==> src/rtl/keypad_matrix_scan.sv <==
// keypad_matrix_scan
//   Scans a 4x4 mechanical key matrix. One row at a time is driven low. The
//   active-low column lines are read back through a two-flop synchronizer.
//   The first key found in scan order is debounced on press and on release.
//   While that key is tracked, row scanning stops on its row.
//
// Ports
//   clk        scan clock (about 1 kHz, the same clock the display scanner uses)
//   rst_n      asynchronous active-low reset
//   colI[3:0]  column sense lines, active-low (board pull-ups); bit i = column i
//   rowO[3:0]  row drive, one-hot active-low; bit r = row r
//   key_code   {row[1:0], col[1:0]} of the last accepted press; held through release
//   key_valid  one-clock strobe when a press is accepted
//   key_down   high from press acceptance until release acceptance
//   state_dbg  current scanner state (SCAN=0, PRESS_DEB=1, HELD=2, REL_DEB=3)
//
// Handshake: key_valid is a one-clock strobe with no ready/backpressure. The
// consumer must take key_code in the cycle key_valid is high. key_code also
// stays stable until the next accepted press.

module keypad_matrix_scan #(
    parameter int DEB_CNT = 8,   // stable samples to accept press/release, 1..255
    parameter int DWELL   = 4    // clocks per row while scanning, >= 3
) (
    input  logic       clk,
    input  logic       rst_n,
    input  logic [3:0] colI,
    output logic [3:0] rowO,
    output logic [3:0] key_code,
    output logic       key_valid,
    output logic       key_down,
    output logic [1:0] state_dbg
);

    typedef enum logic [1:0] {
        SCAN      = 2'd0,
        PRESS_DEB = 2'd1,
        HELD      = 2'd2,
        REL_DEB   = 2'd3
    } state_t;

    localparam logic [7:0] DEB_LAST = 8'(DEB_CNT);
    localparam logic [7:0] PH_LAST  = 8'(DWELL - 1);

    state_t     state;
    logic [3:0] col_meta;
    logic [3:0] col_s;
    logic [1:0] row;
    logic [1:0] col;
    logic [7:0] phase;
    logic [7:0] cnt;
    logic [1:0] hit_col;

    // Lowest pulled-low column wins when several keys share the row.
    always_comb begin
        hit_col = 2'd3;
        if (!col_s[2]) hit_col = 2'd2;
        if (!col_s[1]) hit_col = 2'd1;
        if (!col_s[0]) hit_col = 2'd0;
    end

    always_ff @(posedge clk or negedge rst_n) begin
        if (!rst_n) begin
            col_meta  <= 4'hF;
            col_s     <= 4'hF;
            state     <= SCAN;
            row       <= 2'd0;
            col       <= 2'd0;
            phase     <= 8'd0;
            cnt       <= 8'd0;
            key_code  <= 4'd0;
            key_valid <= 1'b0;
            key_down  <= 1'b0;
        end else begin
            col_meta  <= colI;
            col_s     <= col_meta;
            key_valid <= 1'b0;

            case (state)
                SCAN: begin
                    if (phase != PH_LAST) begin
                        phase <= phase + 8'd1;
                    end else if (col_s == 4'hF) begin
                        row   <= row + 2'd1;
                        phase <= 8'd0;
                    end else begin
                        col <= hit_col;
                        cnt <= 8'd1;
                        // The scan sample counts as the first stable sample, so with
                        // DEB_CNT=1 the press is accepted on this clock.
                        if (DEB_LAST == 8'd1) begin
                            key_code  <= {row, hit_col};
                            key_valid <= 1'b1;
                            key_down  <= 1'b1;
                            state     <= HELD;
                        end else begin
                            state <= PRESS_DEB;
                        end
                    end
                end

                PRESS_DEB: begin
                    if (!col_s[col]) begin
                        cnt <= cnt + 8'd1;
                        if (cnt + 8'd1 == DEB_LAST) begin
                            key_code  <= {row, col};
                            key_valid <= 1'b1;
                            key_down  <= 1'b1;
                            state     <= HELD;
                        end
                    end else begin
                        // The press bounced away. Continue scanning from the next row.
                        state <= SCAN;
                        row   <= row + 2'd1;
                        phase <= 8'd0;
                    end
                end

                HELD: begin
                    // Only the tracked column matters. Other keys are ignored.
                    if (col_s[col]) begin
                        cnt <= 8'd1;
                        if (DEB_LAST == 8'd1) begin
                            key_down <= 1'b0;
                            state    <= SCAN;
                            row      <= row + 2'd1;
                            phase    <= 8'd0;
                        end else begin
                            state <= REL_DEB;
                        end
                    end
                end

                REL_DEB: begin
                    if (col_s[col]) begin
                        cnt <= cnt + 8'd1;
                        if (cnt + 8'd1 == DEB_LAST) begin
                            key_down <= 1'b0;
                            state    <= SCAN;
                            row      <= row + 2'd1;
                            phase    <= 8'd0;
                        end
                    end else begin
                        state <= HELD;
                    end
                end

                default: state <= SCAN;
            endcase
        end
    end

    assign rowO      = ~(4'b0001 << row);
    assign state_dbg = state;

endmodule

==> config.mk <==
export PLATFORM = sky130hd
export DESIGN_NAME = keypad_matrix_scan
export DESIGN_NICKNAME = d
export VERILOG_FILES = /design/src/rtl/keypad_matrix_scan.sv
export SDC_FILE = /design/constraint.sdc
export NUM_CORES = 1
export LEC_CHECK = 0
export ABC_AREA = 1
export BUFFER_PORTS_ARGS = -buffer_cell sky130_fd_sc_hd__buf_2
export CAP_MARGIN = 5
export CORE_MARGIN = 4
export CORE_UTILIZATION = 52
export DETAILED_ROUTE_END_ITERATION = 16
export PLACE_DENSITY = 0.74
export SETUP_SLACK_MARGIN = 0.15
export SLEW_MARGIN = 10
export SYNTH_ARGS = -nofsm -noshare
export SYNTH_HDL_FRONTEND = slang
export SYNTH_SLANG_ARGS = --single-unit
==> constraint.sdc <==
create_clock -name clk -period 1.65 [get_ports clk]
set_input_delay 0.2475 -clock clk [delete_from_list [all_inputs] [get_ports clk]]
set_output_delay 0.2475 -clock clk [all_outputs]
set_load 0.1 [all_outputs]
==> flow_summary_export.csv, run 1 <==
group,metric,value,unit
status,status,"finished with violations",
status,violations,"negative setup slack",
synthesis,yosys_warnings,0,
setup_path,worstSetupPathType,"flop to flop",
final_layout,design_area,0.002634,mm2
synthesis,synth_fa_ha_area_share,4.584,%
timing,relSlewSlack,67.43,%
cts,cts_buffers,5,
global_route,antenna_found_initial,0,
final_layout,seqCellArea,920.9,um2
hold_path,worstHoldStart,"colI[3]",
power,power_density,1965,mW/mm2
final_layout,nets,275,
synthesis,synth_area_leaders,"dfrtp_1 (37%), dfstp_2 (11%), nand2_1 (9.6%), inv_1 (5.3%), nand3_1 (5.0%)",
timing,rsz0062_at_grt,"yes",
hold_path,hold_class,"input pin to flop",
synthesis,async_reset_ff_share,100.0,%
power,p_leak,0.001232,uW
global_route,grt_util_all_layers,21.00,%
timing,final_max_slew_viol_count,0,
floorplan,core.rowCount,21,
synthesis,synth_edf_count,0,
timing,finalCritPeriodShare,104.0,%
timing,fin_ws,-66.68,ps
synthesis,synth.avg_cell_area,8.928,um2
setup_path,path_cells,"ha_4 > inv_1 > nand2_1 > nand2_2 > nand3_2 > nor2_4 > nand3_4 > nand2_4 > nand3_4 > nand2_2 > o21ai_2",
drt,drt_iter0_drc,81,
timing,fmax,582.5,MHz
synthesis,yosysTopAreaCellShare,36.67,%
place,globalplace.congestion,0.8782,
synthesis,synth_top_family_by_area,"simple AND/OR/NAND/NOR gates",
setup_path,cpMaxStageDelayCell,"dfrtp_1",
synthesis,synthXorXnorAreaFrac,1.375,%
global_route,grt_max_degree,37,
power,peakVddDrop,1.037,mV
power,power_frac_comb,59.7,%
setup_path,crit_start,"cnt[1]",
synthesis,ys_seq_elements,36,
power,power.switching,2544,uW
synthesis,synth_compound_area_share,9.823,%
synthesis,syn_inst,214,
drt,drtAntennaViolNets,0,
setup_path,cp-start-kind,"flop",
synthesis,syn_nets,227,
synthesis,synth_ff_type,"dfrtp_1",
timing,hold_viol_final,0,
setup_path,critPathMaxStageDelay,420,ps
cts,cts.path.max_buffers,2,
setup_path,r2r_start,"cnt[1]",
setup_path,worst_ep_required_time,1830,ps
timing,period_needed,1717,ps
synthesis,ys_seq_area_share,47.68,%
power,p_total,5174,uW
power,power_frac_clock,14.7,%
drt,drt-total-wl,4440,um
synthesis,yosysMostFrequentCell,"nand2_1",
setup_path,critPathBufInv,1,
setup_path,endpoint_kind,"flop",
cts,clock-sinks,36,
cts,h-tree-depth,2,
synthesis,synth.distinct_cells,33,
floorplan,die_y,68.62,um
synthesis,synth_simple_gate_area_share,29.27,%
final_layout,multiInputGateArea,0.001064,mm2
power,power_frac_seq,25.6,%
final_layout,syn_to_final_growth,37.85,%
place,place_area,0.002230,mm2
power,p_sw_share,49.17,%
drt,viasPerCell,5.256,
cts,clkTransAtPathRegs,70,ps
global_route,grt.overflow.total,0,
final_layout,utilization,76.52,%
floorplan,initial_core_util,55.51,%
setup_path,critPathArrivalTime,1900,ps
final_layout,n_antenna_cell,0,
synthesis,synth_mux_area_share,0,%
drt,drcViolationCount,0,
floorplan,ios,18,
floorplan,core,0.003442,mm2
drt,vias,1624,
setup_path,cp_top_family,"simple AND/OR/NAND/NOR gates",
flow_run,drv_cap,0,
cts,tritoncts,"done",
drt,drtPass1Iterations,6,
final_layout,layout-drive-gt1-share,50.19,%
power,power.internal,2630,uW
timing,setup_violations,13,
floorplan,dieArea,0.004708,mm2
drt,wl_per_cell,14.37,um
global_route,grt_pass1_wl,7182,um
setup_path,crit_fanout,6,
synthesis,synth_area_leader_cell,"dfrtp_1",
cts,clk_latency,290,ps
timing,finClkSkew,9.953,ps
place,dp_hpwl,2708,um
synthesis,synthesis.area,0.001911,mm2
synthesis,yosys-top-cells-count,"nand2_1 (49), dfrtp_1 (28), inv_1 (27), nand3_1 (19), o21ai_1 (9)",
timing,worstMarginPinSlew,492.0,ps
place,numPortBuffers,17,
floorplan,die_w,68.62,um
global_route,grt_pass1_vias,1626,
cts,root_buffer,"clkbuf_8",
final_layout,nFillCells,222,
[power by group through the flow]
| stage | logic [uW] | registers [uW] | clock network [uW] |
|---|---|---|---|
| 6_report | 3090 | 1320 | 763 |
| 5_1_grt | 3330 | 1350 | 833 |
| 4_1_cts | 2730 | 1270 | 783 |
| 3_5_place_dp | 2410 | 1280 | 0 |
| 3_3_place_gp | 2370 | 1270 | 0 |
| 2_1_floorplan | 1640 | 1510 | 0 |
[placed cells by master (no fill, tap or decap), types with 7 or more instances in the layout]
cell type / instances
nand3_2: 7
nand2_2: 16
nand3_1: 12
dfstp_2: 8
inv_2: 10
buf_2: 12
o21ai_2: 8
o21ai_1: 10
nor2_4: 7
buf_4: 21
dfrtp_1: 24
nand2_1: 37
inv_1: 18
[through the flow]
step	setup TNS [ps]	hold WS (ps)	worst slack (ps)	std cells
after global routing	-2499	32.92	-178.3	309
after CTS	0	40.80	16.69	306
final	-436.1	53.73	-66.68	309
after global placement	-8.711	221.3	-8.711	291
after detailed placement	-63.83	225.6	-21.25	291
after floorplan	-25.30	-48.09	-8.726	214
[worst paths after layout]
kind / to / slack (ps) / cells past startpoint
max: phase[5] / -70 / 11
min: col_meta[3] / 50 / 1
max reg2reg: phase[5] / -70 / 11
min reg2reg: col_s[3] / 360 / 0
max in group asynchronous: col_s[0] / 950 / 3
min in group asynchronous: key_code[1] / 440 / 3
[area by class of cell]
type / instances / area share (%)
Sequential cell: 36 / 34.96
Inverter: 29 / 4.228
Tap cell: 46 / 2.185
Timing Repair Buffer: 43 / 14.16
Clock inverter: 2 / 1.330
Multi-Input combinational cell: 147 / 40.38
Clock buffer: 6 / 2.755
[registers in the layout, indices dropped and copies added, names as in the netlist, named ones only]
| name | flops |
|---|---|
| phase | 8 |
| col_meta | 4 |
| state_dbg | 1 |
| col | 2 |
| key_valid | 1 |
| cnt | 8 |
| key_code | 4 |
| key_down | 1 |
| col_s | 4 |
| row | 2 |
[layer usage]
layer	vias to the layer above	share of wire [%]	track usage [%]
met4	0	3.5	9.181
met3	17	3.5	5.997
met1	787	40	23.58
met2	31	53	36.71
li1	789	-	-
met5	-	0	0
[kinds of logic (layout without fill, tap and decap cells)]
logic type               Yosys count  after routing
flip-flops                        36             36
buffers and inverters             32             80
XOR/XNOR                           3              3
AO/OA/AOI/OAI                     30             30
AND/OR/NAND/NOR                  106            107
adder cells (fa/ha/maj)            7              7
[repair_timing]
item	4_1_cts	5_1_grt
pin swaps	12	13
hold endpoints to repair	28	0
cloned	1	0
buffers inserted	5	3
hold buffers	1	0
gates resized for setup	21	39
setup endpoints to repair	30	31
Power figures use the tool's default switching activity.
==> inputs of run 2 (changes only) <==
--- a/config.mk
+++ b/config.mk
@@ -9,9 +9,10 @@
 export BUFFER_PORTS_ARGS = -buffer_cell sky130_fd_sc_hd__buf_2
 export CAP_MARGIN = 5
 export CORE_MARGIN = 4
-export CORE_UTILIZATION = 52
+export CORE_UTILIZATION = 58
 export DETAILED_ROUTE_END_ITERATION = 16
-export PLACE_DENSITY = 0.74
+export HOLD_SLACK_MARGIN = 0.02
+export PLACE_DENSITY = 0.78
 export SETUP_SLACK_MARGIN = 0.15
 export SLEW_MARGIN = 10
 export SYNTH_ARGS = -nofsm -noshare
==> constraint.sdc (replaced) <==
create_clock -name clk -period 1.8 [get_ports clk]
set_input_delay 0.27 -clock clk [delete_from_list [all_inputs] [get_ports clk]]
set_output_delay 0.27 -clock clk [all_outputs]
set_load 0.1 [all_outputs]
==> run 2 against run 1 <==
The flow now finishes without violations. Combinational power shrank 17%. Utilization rose by 4.1 points. First-iteration DRC count up 31%. Global-route usage down 0.78 points. Clock skew increased by 3.1 ps.
==> flow_summary_export.csv, run 2 (synthesis gave the netlist of run 1 again) <==
group,metric,value,unit
status,status,"completed",
place,numPortBuffers,17,
timing,hold_viol_final,0,
place,dp_slack,85.23,ps
floorplan,die_w,65.40,um
drt,wl_per_cell,13.76,um
floorplan,die_y,65.40,um
setup_path,ff2ff_setup_slack,100,ps
final_layout,n_antenna_cell,0,
final_layout,nFillCells,213,
setup_path,critPathMaxStageDelay,440,ps
floorplan,dieArea,0.004277,mm2
drt,vias,1570,
cts,cts_buffers,5,
setup_path,worstSetupPathType,"flop to flop",
global_route,grt_pass1_vias,1471,
drt,drt-total-wl,4141,um
place,dp_hpwl,2476,um
setup_path,path_cells,"ha_4 > nand3_4 > nand2_1 > nand3_2 > nor2_4 > nand3_4 > nand2_4 > nand3_4 > nand2_2 > o21ai_2",
cts,clkTransAtPathRegs,110,ps
drt,drt_iter0_drc,106,
final_layout,syn_to_final_growth,30.98,%
global_route,grt_util_all_layers,20.22,%
floorplan,initial_core_util,61.57,%
power,p_sw_share,52.07,%
setup_path,path_common_cell,"nand3_4",
global_route,grt.overflow.total,0,
global_route,grt_pass1_wl,6603,um
setup_path,cpMaxStageDelayCell,"dfrtp_1",
final_layout,finalNonFillerCells,301,
power,power_frac_seq,28.1,%
setup_path,crit_fanout,6,
final_layout,layout-drive-gt1-share,44.75,%
setup_path,endpoint_kind,"flop",
timing,finClkSkew,13.09,ps
cts,clock-sinks,36,
setup_path,r2r_end,"phase[7]",
timing,fmax,588.9,MHz
cts,clk_latency,350,ps
global_route,antenna_found_initial,0,
power,peakVddDrop,0.9059,mV
timing,relSlewSlack,67.83,%
setup_path,worst_ep_required_time,2040,ps
flow_run,drv_cap,0,
timing,period_needed,1698,ps
drt,drtPass1Iterations,4,
place,globalplace.congestion,0.8064,
power,power.internal,2031,uW
hold_path,hold_class,"input pin to asynchronous set/reset pin",
cts,cts.path.max_buffers,2,
timing,finalCritPeriodShare,94.33,%
global_route,grt_max_degree,28,
timing,setup_violations,0,
cts,h-tree-depth,2,
cts,tritoncts,"done",
floorplan,ios,18,
power,power.switching,2206,uW
power,power_frac_clock,11.0,%
timing,worstMarginPinSlew,485.8,ps
final_layout,nets,269,
power,p_leak,0.001173,uW
setup_path,critPathArrivalTime,1940,ps
floorplan,core,0.003103,mm2
drt,drtAntennaViolNets,0,
timing,fin_ws,102.0,ps
setup_path,cp-start-kind,"flop",
final_layout,largest_registers,"cnt: 8 flops, phase: 8 flops",
power,power_frac_comb,60.9,%
cts,root_buffer,"clkbuf_4",
drt,viasPerCell,5.216,
place,dp.cells,279,
floorplan,core.rowCount,20,
setup_path,r2r_start,"cnt[1]",
final_layout,final_cell_mix,"nand2_1 (34), dfrtp_1 (25), inv_1 (22), nand2_2 (19)",
power,power_density,1693,mW/mm2
setup_path,r2r_cells,10,
timing,rsz0062_at_grt,"yes",
drt,drcViolationCount,0,
timing,final_max_slew_viol_count,0,
final_layout,layout_commonest_cell,"nand2_1",
==> run 2: changes by cell type in the layout (fill, tap and decap cells not counted), sizes merged <==
cell	change
clkbuf	+1
clkinvlp	+1
clkinv	-1
buf	-10
bufinv	-1
dlygate4sd3	+4
==> run 2: area by class of cell <==
class	count	area [um2]	area share, %
timing repair buffer	37	306.5	12.25
clock buffer	7	55.05	2.200
clock inverter	1	7.507	0.3000
multi-input combinational	147	1050	41.95
inverter	29	108.9	4.350
sequential	36	919.6	36.75
tap	44	55.05	2.200
==> run 2: timing repair <==
| item | 4_1_cts | 5_1_grt |
|---|---|---|
| hold endpoints to repair | 13 | 0 |
| pin swaps | 5 | 11 |
| setup endpoints to repair | 17 | 25 |
| gates cloned | 1 | 1 |
| resized for setup | 16 | 44 |
| hold buffers | 5 | 0 |
| buffers inserted | 3 | 4 |
==> run 2: power by group through the flow <==
stage / clock, uW / combinational (uW) / sequential (uW)
2_1_floorplan: 0 / 1490 / 1390
3_3_place_gp: 0 / 2020 / 1150
3_5_place_dp: 0 / 2040 / 1150
4_1_cts: 475 / 2230 / 1140
5_1_grt: 521 / 2800 / 1210
6_report: 467 / 2580 / 1190
==> run 2: how the worst max path moves through the flow <==
stage                            start       end  cells after the start
after floorplan           state_dbg[0]  phase[4]                      8
after global placement          cnt[0]  phase[0]                     11
after detailed placement        cnt[0]  phase[0]                     11
after CTS                       cnt[0]    row[0]                     10
after global routing            cnt[1]  phase[7]                     10
final                           cnt[1]  phase[7]                     10
==> run 2: worst max-delay path: cells and delay by family (launching register included) <==
kind                     cells  cell delay [ps]
flip-flops                   1              440
AO/OA/AOI/OAI                1               50
adder cells (fa/ha/maj)      1              200
AND/OR/NAND/NOR              8              900
==> run 2: metrics by stage <==
stage                     power, uW  setup TNS, ps  cell area, um2  hold slack (ps)  util, %
after global routing           4527         -11.42            2502            289.6    80.65
after detailed placement       3191              0            2102            133.7    67.74
final                          4237              0            2502            301.2    80.65
after CTS                      3848              0            2303            282.2    74.23
after floorplan                2880              0            1943           -25.59        -
after global placement         3163              0            2102            137.9    67.74
==> run 2: per-layer routing <==
layer  vias up  share of wire (%)  global-route usage, %
met4         0                1.8                  7.254
met5         -                  0                      0
met1       755                 45                  25.89
met3         8                3.2                  5.812
li1        784                  -                      -
met2        23                 50                  32.62
